## src/rtl/div_unit.sv

```systemverilog
// div_unit: iterative restoring divider for div/divu in the execute stage.
// Produces quotient (lo_out) and remainder (hi_out) after WIDTH step cycles,
// stalling E while busy and honouring exception flush and cache-stall hold.
//
// Ports:
//   clk, rst      clock and synchronous active-high reset
//   div_startE    E-stage instruction is div/divu (held while in E)
//   signed_divE   1 = signed div, 0 = divu
//   a, b          dividend / divisor
//   flush         exception flush, aborts any operation
//   cache_stall   E frozen; holds the DONE state
//   div_stall     combinational ALU stall to the hazard unit
//   result_valid  combinational, hi/lo hold the final result this cycle
//   hi_out        remainder (registered)
//   lo_out        quotient (registered)
module div_unit #(
  parameter int unsigned WIDTH = 32
) (
  input  logic             clk,
  input  logic             rst,
  input  logic             div_startE,
  input  logic             signed_divE,
  input  logic [WIDTH-1:0] a,
  input  logic [WIDTH-1:0] b,
  input  logic             flush,
  input  logic             cache_stall,
  output logic             div_stall,
  output logic             result_valid,
  output logic [WIDTH-1:0] hi_out,
  output logic [WIDTH-1:0] lo_out
);

  localparam int unsigned CW = $clog2(WIDTH);

  typedef enum logic [1:0] {
    S_IDLE = 2'd0,
    S_BUSY = 2'd1,
    S_DONE = 2'd2
  } state_e;

  state_e           state_q, state_d;
  logic [CW-1:0]    cnt_q, cnt_d;
  logic [WIDTH-1:0] quo_q, quo_d;   // dividend shifts out, quotient shifts in
  logic [WIDTH-1:0] dvs_q, dvs_d;   // divisor magnitude
  logic [WIDTH-1:0] rem_q, rem_d;   // partial remainder
  logic             qneg_q, qneg_d;
  logic             rneg_q, rneg_d;
  logic [WIDTH-1:0] hi_q, hi_d;
  logic [WIDTH-1:0] lo_q, lo_d;

  // One restoring step on the current partial remainder.
  logic [WIDTH:0]   shifted;
  logic             fits;
  logic [WIDTH-1:0] step_rem;
  logic [WIDTH-1:0] step_quo;

  always_comb begin
    shifted  = {rem_q, quo_q[WIDTH-1]};
    fits     = (shifted >= {1'b0, dvs_q});
    step_rem = fits ? WIDTH'(shifted - {1'b0, dvs_q}) : shifted[WIDTH-1:0];
    step_quo = {quo_q[WIDTH-2:0], fits};
  end

  // Next-state and datapath update.
  always_comb begin
    state_d = state_q;
    cnt_d   = cnt_q;
    quo_d   = quo_q;
    dvs_d   = dvs_q;
    rem_d   = rem_q;
    qneg_d  = qneg_q;
    rneg_d  = rneg_q;
    hi_d    = hi_q;
    lo_d    = lo_q;

    unique case (state_q)
      S_IDLE: begin
        if (div_startE && !flush) begin
          quo_d   = (signed_divE && a[WIDTH-1]) ? -a : a;
          dvs_d   = (signed_divE && b[WIDTH-1]) ? -b : b;
          qneg_d  = signed_divE & (a[WIDTH-1] ^ b[WIDTH-1]);
          rneg_d  = signed_divE & a[WIDTH-1];
          rem_d   = '0;
          cnt_d   = '0;
          state_d = S_BUSY;
        end
      end
      S_BUSY: begin
        if (flush) begin
          state_d = S_IDLE;
        end else begin
          rem_d = step_rem;
          quo_d = step_quo;
          cnt_d = cnt_q + CW'(1);
          if (cnt_q == CW'(WIDTH - 1)) begin
            lo_d    = qneg_q ? -step_quo : step_quo;
            hi_d    = rneg_q ? -step_rem : step_rem;
            state_d = S_DONE;
          end
        end
      end
      S_DONE: begin
        // Hold while E is frozen; a still-high div_startE must not restart.
        if (flush || !cache_stall) begin
          state_d = S_IDLE;
        end
      end
      default: state_d = S_IDLE;
    endcase
  end

  // State and datapath registers.
  always_ff @(posedge clk) begin
    if (rst) begin
      state_q <= S_IDLE;
      cnt_q   <= '0;
      quo_q   <= '0;
      dvs_q   <= '0;
      rem_q   <= '0;
      qneg_q  <= 1'b0;
      rneg_q  <= 1'b0;
      hi_q    <= '0;
      lo_q    <= '0;
    end else begin
      state_q <= state_d;
      cnt_q   <= cnt_d;
      quo_q   <= quo_d;
      dvs_q   <= dvs_d;
      rem_q   <= rem_d;
      qneg_q  <= qneg_d;
      rneg_q  <= rneg_d;
      hi_q    <= hi_d;
      lo_q    <= lo_d;
    end
  end

  // Stall asserts in the accept cycle itself so E freezes immediately.
  assign div_stall    = ~flush & (((state_q == S_IDLE) & div_startE) | (state_q == S_BUSY));
  assign result_valid = ~flush & (state_q == S_DONE);
  assign hi_out       = hi_q;
  assign lo_out       = lo_q;

endmodule

```

## config.mk

```make
export PLATFORM = sky130hd
export DESIGN_NAME = div_unit
export DESIGN_NICKNAME = d
export VERILOG_FILES = /design/src/rtl/div_unit.sv
export SDC_FILE = /design/constraint.sdc
export NUM_CORES = 1
export LEC_CHECK = 0
export ABC_AREA = 1
export ABC_CLOCK_PERIOD_IN_PS = 5200
export CORE_MARGIN = 1
export CORE_UTILIZATION = 45
export CTS_CLUSTER_DIAMETER = 40
export CTS_CLUSTER_SIZE = 16
export DETAILED_ROUTE_END_ITERATION = 8
export GPL_TIMING_DRIVEN = 0
export PLACE_DENSITY = 0.64
export SYNTH_ARGS = -nofsm -noshare
export SYNTH_HDL_FRONTEND = slang
export SYNTH_SLANG_ARGS = --single-unit
```

## constraint.sdc

```tcl
create_clock -name clk -period 5.2 [get_ports clk]
set_input_delay 1.04 -clock clk [delete_from_list [all_inputs] [get_ports clk]]
set_output_delay 1.04 -clock clk [all_outputs]
set_load 0.01 [all_outputs]
```

==> results of run 1 <==
[worst register-to-register path, delay by kind of cell, from the launching register on]
family	cells	cell delay, ns
flops	1	0.31
simple gates	12	1.64
buf+inv	5	0.61
xor+xnor	1	0.19
fa+ha+maj	2	0.62
compound gates	5	1.14
[layer usage]
layer	vias up	GRT usage [%]
met1	6101	41.5
met5	-	0
met2	435	51.8
met3	70	3.09
li1	6745	-
met4	2	8.89
[registers in the layout, summed over array words and instances (netlist names)]
name	flops
state_q	2
lo_out	32
cnt_q	5
dvs_q	32
qneg_q	1
hi_out	32
quo_q	32
rem_q	32
rneg_q	1
[worst min path at each step]
stage	startpoint	endpoint	slack, ns	depth (start not counted)
2_1_floorplan	cnt_q[3]$_SDFFE_PP0P_	cnt_q[3]$_SDFFE_PP0P_	0.45	2
5_1_grt	hi_out[1]$_SDFFE_PP0P_	hi_out[1]$_SDFFE_PP0P_	0.48	2
3_5_place_dp	hi_out[1]$_SDFFE_PP0P_	hi_out[1]$_SDFFE_PP0P_	0.46	2
3_3_place_gp	hi_out[1]$_SDFFE_PP0P_	hi_out[1]$_SDFFE_PP0P_	0.46	2
4_1_cts	hi_out[1]$_SDFFE_PP0P_	hi_out[1]$_SDFFE_PP0P_	0.47	2
6_report	hi_out[1]$_SDFFE_PP0P_	hi_out[1]$_SDFFE_PP0P_	0.47	2
[area by class of cell]
type,instances,area share (%)
clock inverter,13,1.25
timing repair buffer,135,9.06
sequential,169,22.7
buffer,75,2.43
clock buffer,18,2.88
inverter,282,7.10
tap,372,3.12
multi-input combinational,1476,51.5
[per-stage QoR]
stage	hold WS [ns]	instance area, µm²	instances
floorplan	0.445	12500	2002
global placement	0.457	14300	2509
detailed placement	0.458	14300	2509
CTS	0.471	14900	2540
global route	0.483	14900	2540
finish	0.472	14900	2540
[where the power goes]
part	internal [µW]	switching [µW]	leakage (µW)
Combinational	325	635	0.00537
Clock	771	591	0.000297
Sequential	1330	34.4	0.00137
Total	2430	1260	0.00704
[layout by cell type (no fill, tap or decap), types with 52 or more instances in the layout]
| master | count |
|---|---|
| clkdlybuf4s50_1 | 135 |
| nand2_1 | 512 |
| inv_1 | 268 |
| dfxtp_1 | 169 |
| xor2_1 | 52 |
| nand3_1 | 107 |
| o21ai_0 | 113 |
| a21oi_1 | 146 |
| nor2_1 | 214 |
| clkbuf_1 | 54 |
[synthesized netlist by cell type, types with 9 or more instances]
| cell | instances |
|---|---|
| a31oi_1 | 17 |
| or2_2 | 11 |
| ha_1 | 38 |
| a22oi_1 | 15 |
| clkbuf_1 | 53 |
| xor2_1 | 52 |
| nand2_4 | 10 |
| nor3_1 | 18 |
| nand4_1 | 22 |
| nor2_1 | 214 |
| a21oi_1 | 146 |
| nand2_1 | 512 |
| o21ai_1 | 14 |
| dfxtp_1 | 169 |
| inv_1 | 268 |
| nor2_2 | 17 |
| nor2_4 | 9 |
| nand3b_1 | 11 |
| xnor2_1 | 18 |
| nand2_2 | 43 |
| nor4_1 | 9 |
| nand3_1 | 107 |
| inv_2 | 11 |
| o211ai_1 | 11 |
| buf_1 | 10 |
| o221ai_1 | 17 |
| o21ai_0 | 113 |
[kinds of logic after synthesis]
family	synth area share, %
simple gates	35.9
compound gates	16.8
buf+inv	11.4
flops	27.1
xor+xnor	4.91
fa+ha+maj	3.97
==> results.md, run 1 <==
* Netlist cell types at 59
* Reg2reg end: lo_out[30]$_SDFFE_PP0P_
* Max Used Layer: met5
* Clock sink total at ~170
* CTS max path bufs at 2
* Syn_area_per_cell at between 6 and 7 µm²
* Synth area leader: dfxtp_1
* Seq/Total Area, Yosys at 27.1%
* Post-cts gate resize count at 0
* Share of the synthesized area in the top cell type at a little over a quarter
* Clock-pin transition on the worst setup and hold timing paths at around 0.070 ns
* GR Overflow Total at 0
* # diodes at 0
* Setup TNS at 0 ns
* Setup violators final at 0
* Critical path capture point type: output pin
* Filler cells at 2,803
* Max rail drop VDD at 0.243 mV
* Worst Skew at between 0.01 and 0.015 ns
* Total number of vias at ~13,000
* Final hold vios at 0
* Met3 wire length at about 2.5 mm
* Top delay family on crit path: buffers and inverters
* Antenna violations before repair at 1
* Critical Path Sink: div_stall
* Area delta synth->final at 19.5%
* Placeable Area at between 20,000 and 30,000 µm²
* CTS root buffer: clkbuf_16
* CTS Buf Count at 17
* Top FF cell, synth: dfxtp_1
* Worst rel slew slack at around half
* Multi-input gate area at 7680 µm²
* GP Congestion at 0.992
* Top cells by area, synth: dfxtp_1 27%, nand2_1 15%, inv_1 8.1%, nor2_1 6.4%, a21oi_1 5.9%
* Die Y-Extent at about 170 µm
* Pre-CTS setup slack at around 0.4 ns
* Power Total at 3690 µW
* Initial DRC Count at about 1,200
* Hold WC Path Type: reg2reg
* GRT Overall Usage at a little under a third
* Die area at about 28,000 µm²
* Largest net degree at the start of global routing at 17
* Site row count at 60
* Critical path type: in2out
* Fin crit share at about 90%
* Leakage at about 0.007 µW
* Max Clock Freq at approximately 0.21 GHz
* Crit path max fanout at 10
* TritonCTS clock tree: yes
* Htree depth at 4
* Power per cell area at ~250 nW/µm²
* Max-cap violation count at 0
* Ys async rst share at 0%
* Later-pin clock latency in the skew report at 0.44 ns
* Die width at roughly 170 µm
* HPWL Detailed at roughly 35 mm
* WP buf/inv at 5
* Flop2flop setup slack at 0.56 ns
* Slowest-stage cell, CP: clkbuf_1
* Global-route wire length before repair at 67.3 mm
* Final setup margin at between 0.3 and 0.4 ns
* Routed metal-1 wirelength at ~20 mm
* Outcome: finished clean
* Vias in the first global route at around 13,000
* Starting Density at a little under half
* Final min period at between 4 and 5 ns
* Top-Level Pins at 136
* Post-CTS setup buffer count at 0
* Post-synth EDFFs at 0
* Startpoint Class: input pin
* Synthesized instance count at approximately 2,000
* CTS Hold Bufs at 0
* Worst EP required at roughly 4.2 ns
* Routed WL at ~43 mm
* TritonRoute pass-1 iters at 6
* Final Slew Violations at 0
* Final net count at approximately 2,300
* Metal2 WL at approximately 20 mm
* Worst-Margin Slew at roughly 0.74 ns
* Crit-path cells: clkdlybuf4s50_1 > nor2_1 > clkbuf_1 > nor2_1 > clkbuf_1 > inv_1 > clkdlybuf4s50_1
* Post-synth net total at 2,111
* Critical path data arrival time at ~3.8 ns
* Core Util, Final at a little under three fifths
* Warnings from Yosys at 0
* Setup crit start: flush
* Vias/cell at about 5.3
* Unrepaired setup endpoints after global routing: false
* Crit path depth at 7
* Number of port buffers at between 100 and 150
* Cell area after synthesis at about 12,000 µm²
* R2R depth at 25
* Final ANT Viol Nets at 0
* Fraction of layout cells with a size suffix above 1 at approximately 7.8%
* RR Startpoint: dvs_q[15]$_SDFFE_PP0P_
* FF+latch count, synth at around 170
* # DRC at 0
* Total area of sequential cells at roughly 3400 µm²
* CP max stage delay at 0.55 ns
* Routed wire per std cell at 17.0 µm
Power figures use the tool's default switching activity.
==> inputs of run 2 (changes only) <==
--- a/config.mk
+++ b/config.mk
@@ -7,6 +7,7 @@
 export LEC_CHECK = 0
 export ABC_AREA = 1
 export ABC_CLOCK_PERIOD_IN_PS = 5200
+export CORE_ASPECT_RATIO = 1.2
 export CORE_MARGIN = 1
 export CORE_UTILIZATION = 45
 export CTS_CLUSTER_DIAMETER = 40
@@ -14,6 +15,7 @@
 export DETAILED_ROUTE_END_ITERATION = 8
 export GPL_TIMING_DRIVEN = 0
 export PLACE_DENSITY = 0.64
+export SLEW_MARGIN = 20
 export SYNTH_ARGS = -nofsm -noshare
 export SYNTH_HDL_FRONTEND = slang
 export SYNTH_SLANG_ARGS = --single-unit
==> results.md, run 2 (same netlist as run 1, synthesis figures left out) <==
* Outcome: finished clean
* Setup violators final at 0
* Comb power frac at 25.9%
* GR Overflow Total at 0
* Clock sink total at ~170
* Switching Share at 34.9%
* Post-cts gate resize count at 0
* Global-route wire length before repair at ~71 mm
* Max rail drop VDD at 0.203 mV
* Fin crit share at between 80% and 90%
* Final setup margin at 0.586 ns
* Final hold vios at 0
* Worst Skew at between 0.01 and 0.015 ns
* Routed wire per std cell at approximately 18 µm
* CTS max path bufs at 2
* Total number of vias at ~13,000
* Total area of sequential cells at roughly 3400 µm²
* Htree depth at 4
* Max-cap violation count at 0
* # DRC at 0
* Commonest non-fill, non-tap cell in the layout: nand2_1
* Post-placement cell area at 14,300 µm²
* CTS root buffer: clkbuf_16
* Critical path data arrival time at around 3.6 ns
* Startpoint Class: input pin
* Critical path type: in2out
* TritonCTS clock tree: yes
* Worst-Margin Slew at ~0.79 ns
* Leakage at slightly above 0.007 µW
* Vias/cell at 5.31
* Net switching power at roughly 1300 µW
* P_int at between 2000 and 2500 µW
* Starting Density at a little under half
* Met3 Use GR at between 3 and 4%
* Die area at approximately 28,000 µm²
* Worst EP required at ~4.2 ns
* Placeable Area at 27,200 µm²
* Site row count at 66
* HPWL Detailed at between 30 and 40 mm
* Pre-CTS setup slack at roughly 0.66 ns
* Met1 global-route usage at 36.7%
* Top-Level Pins at approximately 140
* GP Congestion at 1.02
* Crit path max fanout at 10
* Vias in the first global route at 12,900
* GRT Overall Usage at about 33%
* Antenna violations before repair at 0
* Power per cell area at roughly 250 nW/µm²
* Max Clock Freq at 0.217 GHz
* Number of port buffers at between 100 and 150
* Clock-pin transition on the worst setup and hold timing paths at around 0.07 ns
* Hold WC Path Type: reg2reg
* Seq pwr share at 36.5%
* GRT busiest layer: met2
* Die Y-Extent at between 150 and 200 µm
* Fraction of layout cells with a size suffix above 1 at between 7 and 8%
* Unrepaired setup endpoints after global routing: false
* Critical path capture point type: output pin
* # diodes at 0
* Final min period at ~4.6 ns
* Final Slew Violations at 0
* Final ANT Viol Nets at 0
* Routed WL at 45.6 mm
* Final net count at between 2,000 and 2,500
* Clock share of power at between 30% and 40%
* Setup TNS at 0 ns
* Worst rel slew slack at 47.2%
* Area delta synth->final at 19.4%
* Initial DRC Count at slightly above 800
* Most frequent cells in the layout: 512 x nand2_1, 268 x inv_1, 214 x nor2_1, 169 x dfxtp_1, 146 x a21oi_1
* Post-CTS setup buffer count at 0
* Multi-input gate area at 7680 µm²
* CTS Hold Bufs at 0
* TritonRoute pass-1 iters at 5
* Largest net degree at the start of global routing at 19
* CTS Buf Count at 17
* Later-pin clock latency in the skew report at around 0.45 ns
* GR Layer Usage met2 at 61.2%
* Die width at about 150 µm
* Fin area at around 15,000 µm²
* Filler cells at between 2,000 and 3,000
## run 2: cell count changes in the layout (fill, tap and decap cells not counted), sizes merged
| cell | previous run | this run |
|---|---|---|
| clkbuf | 71 | 70 |
| clkinv | 6 | 7 |
| inv | 285 | 286 |
## run 2: layer usage
layer | wire, µm | vias up
met2 | 23100 | 331
met1 | 18500 | 6152
met5 | 0 | -
li1 | - | 6746
met4 | 2620 | 0
met3 | 1400 | 100
## run 2: worst paths after layout
path | start | endpoint | slack [ns] | cells past startpoint
hold reg to reg | cnt_q[1]$_SDFFE_PP0P_ | cnt_q[1]$_SDFFE_PP0P_ | 0.50 | 2
setup / recovery | flush | div_stall | 0.59 | 7
hold / removal | cnt_q[1]$_SDFFE_PP0P_ | cnt_q[1]$_SDFFE_PP0P_ | 0.50 | 2
setup reg to reg | rem_q[21]$_SDFFE_PP0P_ | lo_out[30]$_SDFFE_PP0P_ | 0.65 | 24
## run 2: power groups by stage
stage	Combinational [µW]	Sequential (µW)	Clock (µW)
5_1_grt	1080	1370	1470
2_1_floorplan	660	1380	0
3_3_place_gp	959	1400	0
3_5_place_dp	962	1400	0
4_1_cts	967	1370	1420
6_report	972	1370	1410
## run 2: final cells by class
cell class,instances,area share [%]
clock buffers,17,2.85
flip-flops and latches,169,22.7
clock inverters,15,1.52
repair buffers,135,9.06
inverters,282,7.10
multi-input cells,1476,51.5
plain buffers,75,2.43
well taps,340,2.85
## run 2: per-stage QoR
stage,hold slack (ns),total power (µW),util (%),std cells
2_1_floorplan,0.445,2040,-,2002
3_3_place_gp,0.463,2360,52.5,2477
3_5_place_dp,0.477,2360,52.5,2477
4_1_cts,0.489,3750,54.9,2509
5_1_grt,0.520,3930,54.9,2509
6_report,0.496,3750,54.9,2509
## run 2: critical path: stages
cell             delay, ns
clkdlybuf4s50_1       0.55
nor2_1                0.09
clkbuf_1              0.29
nor2_1                0.35
clkbuf_1              0.46
inv_1                 0.26
clkdlybuf4s50_1       0.54
==> inputs of run 3 (changes only) <==
--- a/config.mk
+++ b/config.mk
@@ -15,6 +15,7 @@
 export DETAILED_ROUTE_END_ITERATION = 8
 export GPL_TIMING_DRIVEN = 0
 export PLACE_DENSITY = 0.64
+export SETUP_SLACK_MARGIN = 0.2
 export SLEW_MARGIN = 20
 export SYNTH_ARGS = -nofsm -noshare
 export SYNTH_HDL_FRONTEND = slang
==> results of run 3 <==
No change in the layout: final DEF, timing and power equal those of run 2.
